$ cat src/rtl/imem_loader_if.sv
`default_nettype none
// ============================================================================
//  Module      : imem_loader_if
//  Description : Bundle for the instruction-memory loader. Carries the load
//                command, the byte-stream handshake, the instruction-memory
//                write port and the core release / status lines.
//                  load_start  : one-cycle pulse starting a program load
//                  byte_valid  : byte_data holds a valid byte
//                  byte_data   : program stream byte (8 bits)
//                  byte_ready  : loader accepts a byte this cycle
//                  imem_we     : instruction-memory write strobe
//                  imem_addr   : write byte address (32 bits)
//                  imem_wdata  : write data (32 bits)
//                  core_rst_n  : active-low core reset, low while loading
//                  done        : program loaded, core released
//                  err         : header length invalid
//                master = stream source / system side, slave = loader.
//  Revision    : 1.0 - initial release
// ============================================================================
interface imem_loader_if;
    logic        load_start;
    logic        byte_valid;
    logic [7:0]  byte_data;
    logic        byte_ready;
    logic        imem_we;
    logic [31:0] imem_addr;
    logic [31:0] imem_wdata;
    logic        core_rst_n;
    logic        done;
    logic        err;

    modport master (
        output load_start, byte_valid, byte_data,
        input  byte_ready, imem_we, imem_addr, imem_wdata, core_rst_n, done, err
    );

    modport slave (
        input  load_start, byte_valid, byte_data,
        output byte_ready, imem_we, imem_addr, imem_wdata, core_rst_n, done, err
    );
endinterface
`default_nettype wire

$ cat src/rtl/imem_loader.sv
`default_nettype none
// ============================================================================
//  Module      : imem_loader
//  Description : Loads a program into instruction memory from a byte stream.
//                Stream format: 16-bit little-endian word count followed by
//                the words, each little-endian. Holds the core in reset while
//                loading and releases it once every word has been written.
//  Ports       : clk  - single clock, rising edge
//                rst  - asynchronous active-high reset
//                bus  - imem_loader_if.slave (stream handshake, imem write
//                       port, core_rst_n / done / err)
//  Revision    : 1.0 - initial release
// ============================================================================
module imem_loader #(
    parameter int          IMEM_WORDS = 256,
    parameter logic [31:0] BASE_ADDR  = 32'h0000_0000
) (
    input  wire logic       clk,
    input  wire logic       rst,
    imem_loader_if.slave    bus
);

    localparam logic [16:0] C_MAX_WORDS = 17'(IMEM_WORDS);

    typedef enum logic [2:0] {
        IDLE   = 3'd0,
        LEN_LO = 3'd1,
        LEN_HI = 3'd2,
        DATA   = 3'd3,
        DONE   = 3'd4,
        ERR    = 3'd5
    } state_t;

    state_t      state_q, state_d;
    logic [15:0] len_q, len_d;
    logic [15:0] widx_q, widx_d;
    logic [1:0]  bidx_q, bidx_d;
    logic [23:0] asm_q, asm_d;        // bytes 0..2 of the word being assembled
    logic        we_q, we_d;
    logic [31:0] addr_q, addr_d;
    logic [31:0] wdata_q, wdata_d;
    logic        last_q, last_d;      // final byte of the program captured
    logic        done_q, err_q, core_rst_n_q;

    logic        w_byte_ready;
    logic        w_xfer;
    logic [15:0] w_len;
    logic        w_len_bad;

    // After the final byte the loader stops accepting even though the FSM
    // stays in DATA for the write cycle of the last word.
    assign w_byte_ready = (state_q == LEN_LO) || (state_q == LEN_HI) ||
                          ((state_q == DATA) && !last_q);
    assign w_xfer       = bus.byte_valid && w_byte_ready;

    assign w_len     = {bus.byte_data, len_q[7:0]};
    assign w_len_bad = (w_len == 16'd0) || ({1'b0, w_len} > C_MAX_WORDS);

    always_comb begin
        state_d = state_q;
        len_d   = len_q;
        widx_d  = widx_q;
        bidx_d  = bidx_q;
        asm_d   = asm_q;
        we_d    = 1'b0;
        addr_d  = addr_q;
        wdata_d = wdata_q;
        last_d  = last_q;

        case (state_q)
            IDLE: begin
                if (bus.load_start) begin
                    state_d = LEN_LO;
                end
            end
            LEN_LO: begin
                if (w_xfer) begin
                    len_d[7:0] = bus.byte_data;
                    state_d    = LEN_HI;
                end
            end
            LEN_HI: begin
                if (w_xfer) begin
                    len_d[15:8] = bus.byte_data;
                    widx_d      = 16'd0;
                    bidx_d      = 2'd0;
                    last_d      = 1'b0;
                    state_d     = w_len_bad ? ERR : DATA;
                end
            end
            DATA: begin
                if (w_xfer) begin
                    bidx_d = bidx_q + 2'd1;
                    if (bidx_q == 2'd3) begin
                        // Word complete: move it into the write register so a
                        // byte accepted during the write cycle can start the
                        // next word in asm_q without disturbing it.
                        we_d    = 1'b1;
                        wdata_d = {bus.byte_data, asm_q};
                        addr_d  = BASE_ADDR + {14'd0, widx_q, 2'b00};
                        widx_d  = widx_q + 16'd1;
                        if (widx_q == (len_q - 16'd1)) begin
                            last_d = 1'b1;
                        end
                    end else begin
                        asm_d[{bidx_q, 3'b000} +: 8] = bus.byte_data;
                    end
                end
                if (we_q && last_q) begin
                    state_d = DONE;
                end
            end
            DONE: begin
                if (bus.load_start) begin
                    state_d = LEN_LO;
                end
            end
            ERR: begin
                if (bus.load_start) begin
                    state_d = LEN_LO;
                end
            end
            default: begin
                state_d = IDLE;
            end
        endcase
    end

    always_ff @(posedge clk or posedge rst) begin
        if (rst) begin
            state_q      <= IDLE;
            len_q        <= 16'd0;
            widx_q       <= 16'd0;
            bidx_q       <= 2'd0;
            asm_q        <= 24'd0;
            we_q         <= 1'b0;
            addr_q       <= 32'd0;
            wdata_q      <= 32'd0;
            last_q       <= 1'b0;
            done_q       <= 1'b0;
            err_q        <= 1'b0;
            core_rst_n_q <= 1'b0;
        end else begin
            state_q      <= state_d;
            len_q        <= len_d;
            widx_q       <= widx_d;
            bidx_q       <= bidx_d;
            asm_q        <= asm_d;
            we_q         <= we_d;
            addr_q       <= addr_d;
            wdata_q      <= wdata_d;
            last_q       <= last_d;
            // Status outputs are registered from the next state so they line
            // up exactly with the state they describe.
            done_q       <= (state_d == DONE);
            err_q        <= (state_d == ERR);
            core_rst_n_q <= (state_d == DONE);
        end
    end

    assign bus.byte_ready = w_byte_ready;
    assign bus.imem_we    = we_q;
    assign bus.imem_addr  = addr_q;
    assign bus.imem_wdata = wdata_q;
    assign bus.core_rst_n = core_rst_n_q;
    assign bus.done       = done_q;
    assign bus.err        = err_q;

endmodule
`default_nettype wire

$ cat src/flat_wrapper.sv
// flat-port wrapper written by rule: the top's interface ports become plain ports
module imem_loader_flat 
#(
    parameter int          IMEM_WORDS = 256,
    parameter logic [31:0] BASE_ADDR  = 32'h0000_0000
)
  (clk, rst, bus_load_start, bus_byte_valid, bus_byte_data, bus_byte_ready, bus_imem_we, bus_imem_addr, bus_imem_wdata, bus_core_rst_n, bus_done, bus_err);
  imem_loader_if bus_i ();
  input  wire logic clk;
  input  wire logic rst;
  input wire logic [$bits(bus_i.load_start)-1:0] bus_load_start;
  input wire logic [$bits(bus_i.byte_valid)-1:0] bus_byte_valid;
  input wire logic [$bits(bus_i.byte_data)-1:0] bus_byte_data;
  output wire logic [$bits(bus_i.byte_ready)-1:0] bus_byte_ready;
  output wire logic [$bits(bus_i.imem_we)-1:0] bus_imem_we;
  output wire logic [$bits(bus_i.imem_addr)-1:0] bus_imem_addr;
  output wire logic [$bits(bus_i.imem_wdata)-1:0] bus_imem_wdata;
  output wire logic [$bits(bus_i.core_rst_n)-1:0] bus_core_rst_n;
  output wire logic [$bits(bus_i.done)-1:0] bus_done;
  output wire logic [$bits(bus_i.err)-1:0] bus_err;
  assign bus_i.load_start = bus_load_start;
  assign bus_i.byte_valid = bus_byte_valid;
  assign bus_i.byte_data = bus_byte_data;
  assign bus_byte_ready = bus_i.byte_ready;
  assign bus_imem_we = bus_i.imem_we;
  assign bus_imem_addr = bus_i.imem_addr;
  assign bus_imem_wdata = bus_i.imem_wdata;
  assign bus_core_rst_n = bus_i.core_rst_n;
  assign bus_done = bus_i.done;
  assign bus_err = bus_i.err;
  imem_loader #(.IMEM_WORDS(IMEM_WORDS), .BASE_ADDR(BASE_ADDR)) u_core (.clk(clk), .rst(rst), .bus(bus_i));
endmodule
$ cat config.mk
export PLATFORM = sky130hd
export DESIGN_NAME = imem_loader_flat
export DESIGN_NICKNAME = d
export VERILOG_FILES = /design/src/rtl/imem_loader_if.sv /design/src/rtl/imem_loader.sv /design/src/flat_wrapper.sv
export SDC_FILE = /design/constraint.sdc
export NUM_CORES = 1
export LEC_CHECK = 0
export CAP_MARGIN = 5
export CORE_UTILIZATION = 31
export CTS_CLUSTER_SIZE = 12
export DETAILED_ROUTE_END_ITERATION = 16
export RECOVER_POWER = 25
export SYNTH_ARGS = -nofsm -noshare
export SYNTH_HDL_FRONTEND = slang
export SYNTH_SLANG_ARGS = --single-unit
$ cat constraint.sdc
create_clock -name clk -period 6.7 [get_ports clk]
set_input_delay 1.005 -clock clk [delete_from_list [all_inputs] [get_ports clk]]
set_output_delay 1.005 -clock clk [all_outputs]
set_load 0.01 [all_outputs]
# Word-level counts from Yosys, hierarchy flattened
# Index checks and enable logic that the tools add are counted.
[totals] register_bits=113 out_inout_bits=69 wordCells=73
[classes] addsub=4 order_cmp=1 eq_ne=13 shifts=2 mux=22 n_bitwise=1 reduce_logical=18
[op_table] operator="two-way mux 16 bit" n=3
[op_table] operator="case mux 16 bit (2 select lines)" n=1
[op_table] operator="bitwise mux 24 bit" n=1
[op_table] operator="variable shift 8 x 7 -> 24 bit, first input constant" n=1
[op_table] operator="indexed part select 8 x 7 -> 24 bit" n=1
[op_table] operator="adder 16 x 1 -> 16 bit, second input constant" n=1
[op_table] operator="== test 16 bit" n=1
[op_table] operator="greater-than comparator 16 x 9 -> 1 bit, second input constant" n=1
[op_table] operator="zero test 16 bit" n=1
[op_table] operator="subtractor 16 x 1 -> 16 bit, second input constant" n=1
[op_table] operator="two-way mux 3 bit" n=5
[op_table] operator="== test 3 bit, second input constant" n=4
[op_table] operator="case mux 3 bit (4 select lines)" n=1
[op_table] operator="AND reduction 3 bit" n=3
[op_table] operator="two-way mux 1 bit" n=7
[op_table] operator="negator 5 -> 7 bit" n=1
[op_table] operator="== test 3 x 2 -> 1 bit, second input constant" n=2
[op_table] operator="AND reduction 5 bit" n=1
[op_table] operator="two-way mux 2 bit" n=2
[op_table] operator="!= test 2 x 1 -> 1 bit, second input constant" n=2
[op_table] operator="!= test 2 bit, second input constant" n=2
[op_table] operator="case mux 2 bit (2 select lines)" n=1
[op_table] operator="AND reduction 2 bit" n=2
[op_table] operator="AND reduction 4 bit" n=1
[op_table] operator="11 further kinds" n=15

# Depth between registers and ports, before layout
[logic_depth] word_depth=7 mapped_depth=9 depth_no_buf=8

# Worst setup path after synthesis
# Ideal clock, no wire load.
[synth_timing] kind="input to register" startpoint="input port bus_byte_valid" endpoint="register u_core.widx_q[15]" setup_ps=132 arrival_ps=2160 setup_slack_ps=4408 path_stages=6 path_buffers=0 path_cell_list="nand3b_1 > a2111o_1 > nor3_2 > nand4_1 > xor2_1 > nor2_1"
[synth_between] elab_chain_cells=3
[synth_lines] item="from (decl)" line_no="flat_wrapper.sv:12" text="input wire logic [$bits(bus_i.byte_valid)-1:0] bus_byte_valid;"
[synth_lines] item="logical AND 1 bit *" line_no="imem_loader.sv:54" text="assign w_xfer = bus.byte_valid && w_byte_ready;"
[synth_lines] item="!= test 2 x 1 -> 1 bit (no source line)"
[synth_lines] item="AND reduction 4 bit (no source line) *"
[synth_lines] item="to (signal assigned)" line_no="imem_loader.sv:146" text="widx_q <= widx_d;"
[synth_lines] item="to (decl)" line_no="imem_loader.sv:36" text="logic [15:0] widx_q, widx_d;"
# Every way passes the cells marked *; elsewhere a longest branch is shown, timed or not.
# A chain may end at the register's enable or synchronous reset.

# Worst setup path after layout
[layout_timing] startpoint="input port bus_byte_valid" endpoint="register u_core.wdata_q[26], in the netlist u_core.bus.imem_wdata[26]"
[layout_between] elab_chain_cells=2
[layout_lines] item="logical AND 1 bit" line_no="imem_loader.sv:54"
[layout_lines] item="AND reduction 3 bit (no source line)"
[layout_lines] item="to (signal assigned)" line_no="imem_loader.sv:151" text="wdata_q <= wdata_d;"
[layout_lines] item="to (decl)" line_no="imem_loader.sv:41" text="logic [31:0] wdata_q, wdata_d;"
# No other way between the ends.

==> out/results.tsv <==
metric	value	unit
ant_nets	0	
fp.dieW	135	µm
synth_top_area_share	51.6	%
fin_crit_sh	51.0	%
postCtsSetupBuffers	0	
synth-edff-count	0	
grt_max_degree	68	
violations	capacitance limit, slew limit	
multiInputGateArea	0.00232	mm²
htreeDepth	4	
nFillCells	1669	
placedCellCount	762	
ios	81	
drc	0	
drive_gt1_share	18.5	%
firstDrtPassIters	5	
numCtsBuffers	17	
num_antenna_cells	0	
ys_top_cells_by_count	dfrtp_1, mux2_2, inv_1	
layout.area.seq	0.00283	mm²
drv_cap	1	
leakage	3.07	nW
rows	48	
stdcell_count	794	
ys_ff_latch	113	
grt_pass1_vias	3803	
cts_tree	done	
final_core_util	39.8	%
synth_largest_area_cell	dfrtp_1	
cts_resized	0	
crit_path_end_kind	flip-flop	
p_per_area	414	mW/mm²
slew_violations	48	
areaGrowthSynthToFinish	25.4	%
cp.required	6.99	ns
drt_iter0_markers	233	
top_layer	met4	
synth.area.top_cells	dfrtp_1, mux2_2, o21ai_0	
syn_area_per_cell	11.0	µm²
wl_met2	5.64	mm
arrival	3.71	ns
synth-main-ff-cell	dfrtp_1	
rsz0062_at_grt	no	
criticalPathCategory	in2reg	
cts_sinks	113	
cts_hold_buffers	0	
wl_met3	485	µm
grt-ovfl-total	0	
gp_congestion	0.793	
slew_headroom	-35.7	%
floorplan.initialDensity	31.7	%
worstPathMaxFanout	32	
hp-class	reg2reg	
clock_latency	0.41	ns
ir_drop	219	µV
die_y	135	µm
fin_tns_setup	0	ns
synth-seq-area-share	51.6	%
port_buffers	64	
vias_per_cell	4.85	
grt_pass1_wl	20.0	mm
post-place-ws	3.25	ns
synth.most_common_cell	dfrtp_1	
die_area	0.0182	mm²
status	complete, but fails checks	
finalHoldViolCount	0	
wl_per_cell	15.1	µm
synthCells	500	
dp_hpwl	8.09	mm
drt_wl_total	12.0	mm
syn_area	0.00549	mm²
cts_max_path_buffers	2	
setup_viol	0	
setup_ws	3.28	ns
fmax	292	MHz
clockRootBuffer	clkbuf_16	
synth_cell_types	58	
coreArea	0.0173	mm²
clk_pin_slew	0.05	ns
track_usage	14.3	%
fin_nets	576	
start_kind	input port	
drt-met1-wl	5.71	mm
yosys_warnings	0	
ys_async_sr_fraction	100	%
antenna_found_initial	0	
vias	3850	
period_minus_slack	3.42	ns
tightest_slew	2.02	ns
worst_clock_skew	0.00904	ns
## cells in the final DEF, fill, tap and decap left out, types with 3 or more instances in the layout
| master | instances |
|---|---|
| a21oi_1 | 10 |
| a31oi_1 | 5 |
| and2_1 | 4 |
| and3_1 | 5 |
| bufinv_16 | 5 |
| clkbuf_16 | 17 |
| clkdlybuf4s50_1 | 46 |
| clkinvlp_4 | 3 |
| conb_1 | 16 |
| dfrtp_1 | 113 |
| dlygate4sd3_1 | 18 |
| ha_1 | 8 |
| inv_1 | 37 |
| mux2_2 | 63 |
| nand2_1 | 18 |
| nand2b_1 | 4 |
| nand3_1 | 30 |
| nand4_1 | 3 |
| nor2_1 | 30 |
| nor3_1 | 5 |
| nor3b_1 | 6 |
| nor4_1 | 6 |
| o21ai_0 | 32 |
| o31ai_1 | 3 |
| or3_1 | 3 |
| xnor2_1 | 17 |
| xor2_1 | 15 |
## path summary, 6_finish.rpt
path	cells past startpoint	slack (ns)	endpoint	startpoint
max	5	3.28	u_core.bus.imem_wdata[26]	bus_byte_valid
max in group asynchronous	3	3.51	u_core.widx_q[11]	rst
max reg2reg	4	3.94	u_core.bus.imem_wdata[26]	u_core.state_q[0]
min	1	0.50	u_core.bus.imem_wdata[16]	u_core.bus.imem_wdata[16]
min in group asynchronous	2	1.57	u_core.bus.imem_wdata[19]	rst
min reg2reg	1	0.50	u_core.bus.imem_wdata[16]	u_core.bus.imem_wdata[16]
## state kept, by name, indices dropped and copies added, names as in the netlist
name and flops:
u_core.bus.imem_addr 16, u_core.bus.done 1, u_core.bus.imem_we 1, u_core.len_q 16, u_core.widx_q 16, u_core.last_q 1
u_core.bidx_q 2, u_core.asm_q 24, u_core.bus.err 1, u_core.state_q 3, u_core.bus.imem_wdata 32
## through the flow
stage,power (W),cell area (µm²),hold WS [ns]
2_1_floorplan,0.00159,5540,0.479
3_5_place_dp,0.00188,6230,0.490
6_report,0.00284,6880,0.498
5_1_grt,0.00301,6880,0.503
4_1_cts,0.00288,6880,0.506
3_3_place_gp,0.00184,6230,0.487
## area by class of cell
cell class              instances  area share [%]
clock buffers                  19            6.44
well taps                     225            4.09
repair buffers                 66            9.53
flip-flops and latches        113            41.1
clock inverters                13            3.04
inverters                      38            2.09
multi-input cells             320            33.7
## per-layer routing
metal,up-vias,global-route usage [%]
li1,1812,-
met3,14,3.90
met2,86,22.3
met4,0,5.49
met5,-,0
met1,1938,19.0
## kinds of logic (layout without fill, tap and decap cells)
group	Yosys count	in the layout	synth area share [%]
xor gates and xnor gates	32	32	5.11
DFF	113	113	51.6
and+or+nand+nor	129	129	13.0
muxes	64	64	13.1
buffers and inverters	82	136	7.21
AOI/OAI and AO/OA	71	71	8.17
other	1	16	0.0684
adders and majority gates	8	8	1.82
## worst max-delay path: stages
cell	delay (ns)
dlygate4sd3_1	0.65
nor2b_1	0.25
and3_1	0.85
buf_4	0.55
mux2_2	0.39
## power by group
| group | switching [W] | internal [W] | leakage, nW |
|---|---|---|---|
| sequential | 0.000200 | 0.000889 | 1.47 |
| combinational | 0.000377 | 0.000389 | 1.29 |
| clock | 0.000320 | 0.000670 | 0.310 |
| total | 0.000897 | 0.00195 | 3.07 |
(Power assumes the default switching activity.)
